**config.mk**
```make
export PLATFORM = sky130hd
export DESIGN_NAME = lvt_port_scheduler
export DESIGN_NICKNAME = d
export VERILOG_FILES = /design/src/rtl/lvt_port_scheduler_pkg.sv /design/src/rtl/lvt_port_scheduler_rr_arbiter.sv /design/src/rtl/lvt_port_scheduler.sv
export SDC_FILE = /design/constraint.sdc
export NUM_CORES = 1
export LEC_CHECK = 0
export ABC_AREA = 0
export BUFFER_PORTS_ARGS = -buffer_cell sky130_fd_sc_hd__buf_2
export CAP_MARGIN = 5
export CORE_MARGIN = 2
export CORE_UTILIZATION = 45
export DETAILED_ROUTE_END_ITERATION = 10
export GPL_TIMING_DRIVEN = 0
export HOLD_SLACK_MARGIN = 0.03
export PLACE_DENSITY = 0.81
export RECOVER_POWER = 50
export SKIP_CTS_REPAIR_TIMING = 1
export SLEW_MARGIN = 20
export SYNTH_ARGS = -nofsm -noshare
export SYNTH_HDL_FRONTEND = slang
export SYNTH_SLANG_ARGS = --single-unit
```
**constraint.sdc**
```tcl
create_clock -name clk -period 6.8 [get_ports clk]
set_input_delay 0.68 -clock clk [delete_from_list [all_inputs] [get_ports clk]]
set_output_delay 0.68 -clock clk [all_outputs]
set_load 0.01 [all_outputs]
```
**src/rtl/lvt_port_scheduler_pkg.sv**
```systemverilog
// Shared types and helpers for the LVT memory port scheduler.
package lvt_port_scheduler_pkg;

    typedef enum logic {
        SLOT_READ  = 1'b0,
        SLOT_WRITE = 1'b1
    } slot_e;

    // Round-robin successor of idx in a ring of n entries.
    function automatic int unsigned rr_next(input int unsigned idx, input int unsigned n);
        return (idx + 32'd1 >= n) ? 32'd0 : idx + 32'd1;
    endfunction

endpackage

```
**src/rtl/lvt_port_scheduler_rr_arbiter.sv**
```systemverilog
// Round-robin arbiter: first requester at or after ptr, wrapping around.
module lvt_port_scheduler_rr_arbiter #(
    parameter int unsigned N  = 4,
    parameter int unsigned IW = 2
) (
    input  logic [N-1:0]  req,
    input  logic [IW-1:0] ptr,
    output logic [N-1:0]  grant,
    output logic [IW-1:0] idx,
    output logic          found
);

    always_comb begin
        int unsigned j;
        grant = '0;
        idx   = '0;
        found = 1'b0;
        j     = 0;
        for (int unsigned k = 0; k < N; k++) begin
            j = (32'(ptr) + k) % N;
            if (!found && req[IW'(j)]) begin
                found           = 1'b1;
                grant[IW'(j)]   = 1'b1;
                idx             = IW'(j);
            end
        end
    end

endmodule

```
**src/rtl/lvt_port_scheduler.sv**
```systemverilog
// Shares a 2-write/1-read LVT memory between NUM_REQ requesters; reads and writes use separate slots.
module lvt_port_scheduler
    import lvt_port_scheduler_pkg::*;
#(
    parameter int unsigned NUM_REQ    = 4,
    parameter int unsigned ADDR_WIDTH = 7,
    parameter int unsigned DATA_WIDTH = 32,
    parameter int unsigned ID_WIDTH   = 2
) (
    input  logic                             clk,
    input  logic                             rst_n,
    input  logic [NUM_REQ-1:0]               req_valid,
    input  logic [NUM_REQ-1:0]               req_we,
    input  logic [NUM_REQ*ADDR_WIDTH-1:0]    req_addr,
    input  logic [NUM_REQ*DATA_WIDTH-1:0]    req_wdata,
    output logic [NUM_REQ-1:0]               req_ready,
    output logic                             mem_rst,
    output logic                             wr0_en,
    output logic [ADDR_WIDTH-1:0]            wr0_addr,
    output logic [DATA_WIDTH-1:0]            wr0_data,
    output logic                             wr1_en,
    output logic [ADDR_WIDTH-1:0]            wr1_addr,
    output logic [DATA_WIDTH-1:0]            wr1_data,
    output logic                             rd0_en,
    output logic [ADDR_WIDTH-1:0]            rd0_addr,
    input  logic [DATA_WIDTH-1:0]            rd0_data,
    output logic                             rsp_valid,
    output logic [ID_WIDTH-1:0]              rsp_id,
    output logic [DATA_WIDTH-1:0]            rsp_data
);

    logic [ADDR_WIDTH-1:0] addr_a  [NUM_REQ];
    logic [DATA_WIDTH-1:0] wdata_a [NUM_REQ];

    for (genvar i = 0; i < NUM_REQ; i++) begin : g_unpack
        assign addr_a[i]  = req_addr[i*ADDR_WIDTH +: ADDR_WIDTH];
        assign wdata_a[i] = req_wdata[i*DATA_WIDTH +: DATA_WIDTH];
    end

    logic [NUM_REQ-1:0]  rd_req, wr_req, w1_req;
    logic [NUM_REQ-1:0]  rd_grant, w0_grant, w1_grant, grant;
    logic [ID_WIDTH-1:0] rd_idx, w0_idx, w1_idx, w1_ptr;
    logic                rd_found, w0_found, w1_found, w1_ok;
    logic [ID_WIDTH-1:0] rd_ptr, wr_ptr, rd_id;
    slot_e               last_slot, slot;
    logic                slot_act;

    assign rd_req = req_valid & ~req_we;
    assign wr_req = req_valid & req_we;

    lvt_port_scheduler_rr_arbiter #(.N(NUM_REQ), .IW(ID_WIDTH)) u_rd_arb (
        .req(rd_req), .ptr(rd_ptr), .grant(rd_grant), .idx(rd_idx), .found(rd_found)
    );

    lvt_port_scheduler_rr_arbiter #(.N(NUM_REQ), .IW(ID_WIDTH)) u_w0_arb (
        .req(wr_req), .ptr(wr_ptr), .grant(w0_grant), .idx(w0_idx), .found(w0_found)
    );

    // Second write searches onward from the first winner, excluding it.
    assign w1_req = wr_req & ~w0_grant;
    assign w1_ptr = ID_WIDTH'(rr_next(32'(w0_idx), NUM_REQ));

    lvt_port_scheduler_rr_arbiter #(.N(NUM_REQ), .IW(ID_WIDTH)) u_w1_arb (
        .req(w1_req), .ptr(w1_ptr), .grant(w1_grant), .idx(w1_idx), .found(w1_found)
    );

    // An address clash blocks the second port so LVT write precedence never matters.
    assign w1_ok = w1_found && (addr_a[w1_idx] != addr_a[w0_idx]);

    // Slot selection: alternate when both kinds are pending.
    always_comb begin
        slot     = last_slot;
        slot_act = 1'b0;
        grant    = '0;
        if (rd_found && w0_found) begin
            slot_act = 1'b1;
            slot     = (last_slot == SLOT_WRITE) ? SLOT_READ : SLOT_WRITE;
        end else if (rd_found) begin
            slot_act = 1'b1;
            slot     = SLOT_READ;
        end else if (w0_found) begin
            slot_act = 1'b1;
            slot     = SLOT_WRITE;
        end
        if (slot_act) begin
            if (slot == SLOT_READ) grant = rd_grant;
            else                   grant = w0_grant | ({NUM_REQ{w1_ok}} & w1_grant);
        end
    end

    assign req_ready = grant & {NUM_REQ{rst_n}};
    assign mem_rst   = ~rst_n;
    assign rsp_data  = rsp_valid ? rd0_data : '0;

    always_ff @(posedge clk or negedge rst_n) begin
        if (!rst_n) begin
            wr0_en    <= 1'b0;
            wr0_addr  <= '0;
            wr0_data  <= '0;
            wr1_en    <= 1'b0;
            wr1_addr  <= '0;
            wr1_data  <= '0;
            rd0_en    <= 1'b0;
            rd0_addr  <= '0;
            rd_id     <= '0;
            rsp_valid <= 1'b0;
            rsp_id    <= '0;
            rd_ptr    <= '0;
            wr_ptr    <= '0;
            last_slot <= SLOT_WRITE;
        end else begin
            wr0_en    <= 1'b0;
            wr1_en    <= 1'b0;
            rd0_en    <= 1'b0;
            rsp_valid <= rd0_en;
            rsp_id    <= rd_id;
            if (slot_act) begin
                last_slot <= slot;
                if (slot == SLOT_READ) begin
                    rd0_en   <= 1'b1;
                    rd0_addr <= addr_a[rd_idx];
                    rd_id    <= rd_idx;
                    rd_ptr   <= ID_WIDTH'(rr_next(32'(rd_idx), NUM_REQ));
                end else begin
                    wr0_en   <= 1'b1;
                    wr0_addr <= addr_a[w0_idx];
                    wr0_data <= wdata_a[w0_idx];
                    if (w1_ok) begin
                        wr1_en   <= 1'b1;
                        wr1_addr <= addr_a[w1_idx];
                        wr1_data <= wdata_a[w1_idx];
                        wr_ptr   <= ID_WIDTH'(rr_next(32'(w1_idx), NUM_REQ));
                    end else begin
                        wr_ptr   <= w1_ptr;
                    end
                end
            end
        end
    end

endmodule

```
==> metrics <==
status finished with violations; failing checks capacitance limit, slew limit; CP startpoint kind flop; row count 50; Clk pin slew, worst setup/hold paths 0.07 ns; GRT overflow 0; placed inst area 0.0104 mm2; FILL cells 1672; layout cells sized above 1 0.299; Max stage delay on crit path 0.54 ns; nets@finish 1706; Final Cell Area 0.0113 mm2; metal3 WL 3.18 mm; Avg Synthesized Cell Area 7.73 um2; Worst-Skew Late Latency 0.35 ns; clk root buf clkbuf_16; worst hold path class in2async; max-slew violations 77; DRC violations left 0; maxcap violations 1; HPWL Detailed 25.3 mm; GRT Overall Usage 0.325; Seq/Total Area, Yosys 0.291; ys flop type dfrtp_1; max layer used met4; final setup violation count 0; CTS max path bufs 2; drt pass-1 iters 6; Worst Path Required 6.12 ns; CTS buffer count 9; ys async rst share 1.00; cell mode on critical path buf_6; Iteration-0 DRC Markers 982; IO Port Bufs 325; I/O Pins 326; Cells after Synth 1092; Starting Density 0.454; headroom to the max-slew limit -1.84; CP Max Fanout 13; initial antenna violation count 2; worst reg2reg path startpoint wr_ptr[1]; post-route ant nets 0; first-pass GRT wire length 50.7 mm; Vias/cell 5.89; met1 wire length 13.0 mm; crit share post-route 0.992; full die area 0.0199 mm2; #FFs+latches synth 98; Synth warnings 0; CP endpoint kind output port; CP arrival 6.06 ns; DR vias 10154; CTS tree built; die width 141 um; Syn-to-layout area delta 34.3%; most frequent cells in the layout nand2_1 (317), buf_2 (265), clkbuf_1 (106), o21ai_0 (103), dfrtp_1 (95); CP Class reg2out; final wirelength 34.5 mm; number of synthesized flops with an enable pin 0; vias in the first global route 9289; FF-to-FF End wr1_data[26]; Max Freq 148 MHz; largest net degree at the start of global routing 77; Setup crit start wr_ptr[1]; Core Region 0.0186 mm2; Hold WS 0.184 ns; H-Tree Depth 3; post-synthesis cell type count 68; crit path time final 6.74 ns; Fin. Hold Viols 0; Crit-path slowest cell mux4_2; FF-to-FF path depth 25; R2R Setup Slk 0.80 ns; routability congestion estimate 0.944; routed length per instance 20.0 um; mapped cell area 0.00844 mm2; routed wl met2 16.7 mm; most common cell after layout, fill and taps aside nand2_1; Max Clock Skew 0.00583 ns; CP Capture Point req_ready[2]; die height 141 um; Worst Max-Slew Pin Slew 4.26 ns; Syn Nets 1315; # clock sinks 98
## state kept, by name (all words and copies together), names as in the netlist, 2 cells and up, named ones only
register,count
rsp_id,2
wr0_addr,7
wr1_addr,7
rd_id,2
wr_ptr,2
wr0_data,32
rd0_addr,7
wr1_data,32
## per-layer routing
layer  up-vias  GRT usage
met3       115     0.0611
met5         -          0
met1      4741      0.399
met4         0      0.136
li1       4602          -
met2       696      0.560
## cell type report
class	count	area, um2	share of cell area
Buffer	70	407	0.0359
Inverter	27	120	0.0106
Clock inverter	6	139	0.0123
Timing Repair Buffer	383	1990	0.175
Sequential cell	98	2460	0.217
Clock buffer	9	225	0.0199
Antenna cell	2	5.00	0.000442
Multi-Input combinational cell	894	5700	0.503
Tap cell	234	293	0.0258
## synth_stat cells, drive strengths merged (8+ instances only)
library cell  count  share of area
ha               25          0.037
nor2             32          0.014
nand2           319           0.14
a211oi           41          0.039
and2             70          0.052
inv              25          0.011
mux2i            34          0.040
o21ai           110          0.067
a22oi            14          0.012
a31oi            42          0.031
dfrtp            97           0.29
nor3             10         0.0059
mux2             53          0.085
clkbuf           53          0.024
a21oi            24          0.016
nand3            42          0.025
buf              20          0.014
xnor2             8         0.0083
## cell families after synthesis
group	after synthesis	share of synthesized area
compound gates	274	0.216
mux	92	0.139
simple gates	489	0.253
buf+inv	100	0.0503
flops	98	0.291
fa+ha+maj	25	0.0371
xor+xnor	14	0.0145
## worst max-delay path: cells and delay by family (launching register included)
family	cells	cell delay (ns)
adder cells (fa/ha/maj)	2	0.51
AND/OR/NAND/NOR	4	0.75
AO/OA/AOI/OAI	7	1.67
XOR/XNOR	1	0.17
multiplexers	2	0.86
buffers and inverters	9	1.26
flip-flops	1	0.45
## through the flow
stage	setup TNS (ns)	instances	utilization	setup slack, ns
finish	0	1723	0.610	0.0570
floorplan	0	1092	-	0.0288
CTS	-50.80	1667	0.580	-2.06
global route	-0.626	1722	0.610	-0.167
global placement	-40.73	1651	0.558	-1.50
detailed placement	-47.05	1652	0.560	-1.64
## how the worst min path moves through the flow
stage | from | endpoint | slack, ns | depth (start not counted)
final | rst_n | rsp_id[0] | 0.18 | 1
after floorplan | rd_id[0] | rsp_id[0] | 0.35 | 0
after detailed placement | rd0_en | rsp_valid | 0.38 | 0
after global placement | rd0_en | rsp_valid | 0.36 | 0
after CTS | rst_n | rsp_id[0] | 0.19 | 1
after global routing | rst_n | rsp_id[0] | 0.19 | 1
Power is left out: the tool's default activity adds up to more than one toggle a clock period on the data nets, which glitch-free logic cannot reach.
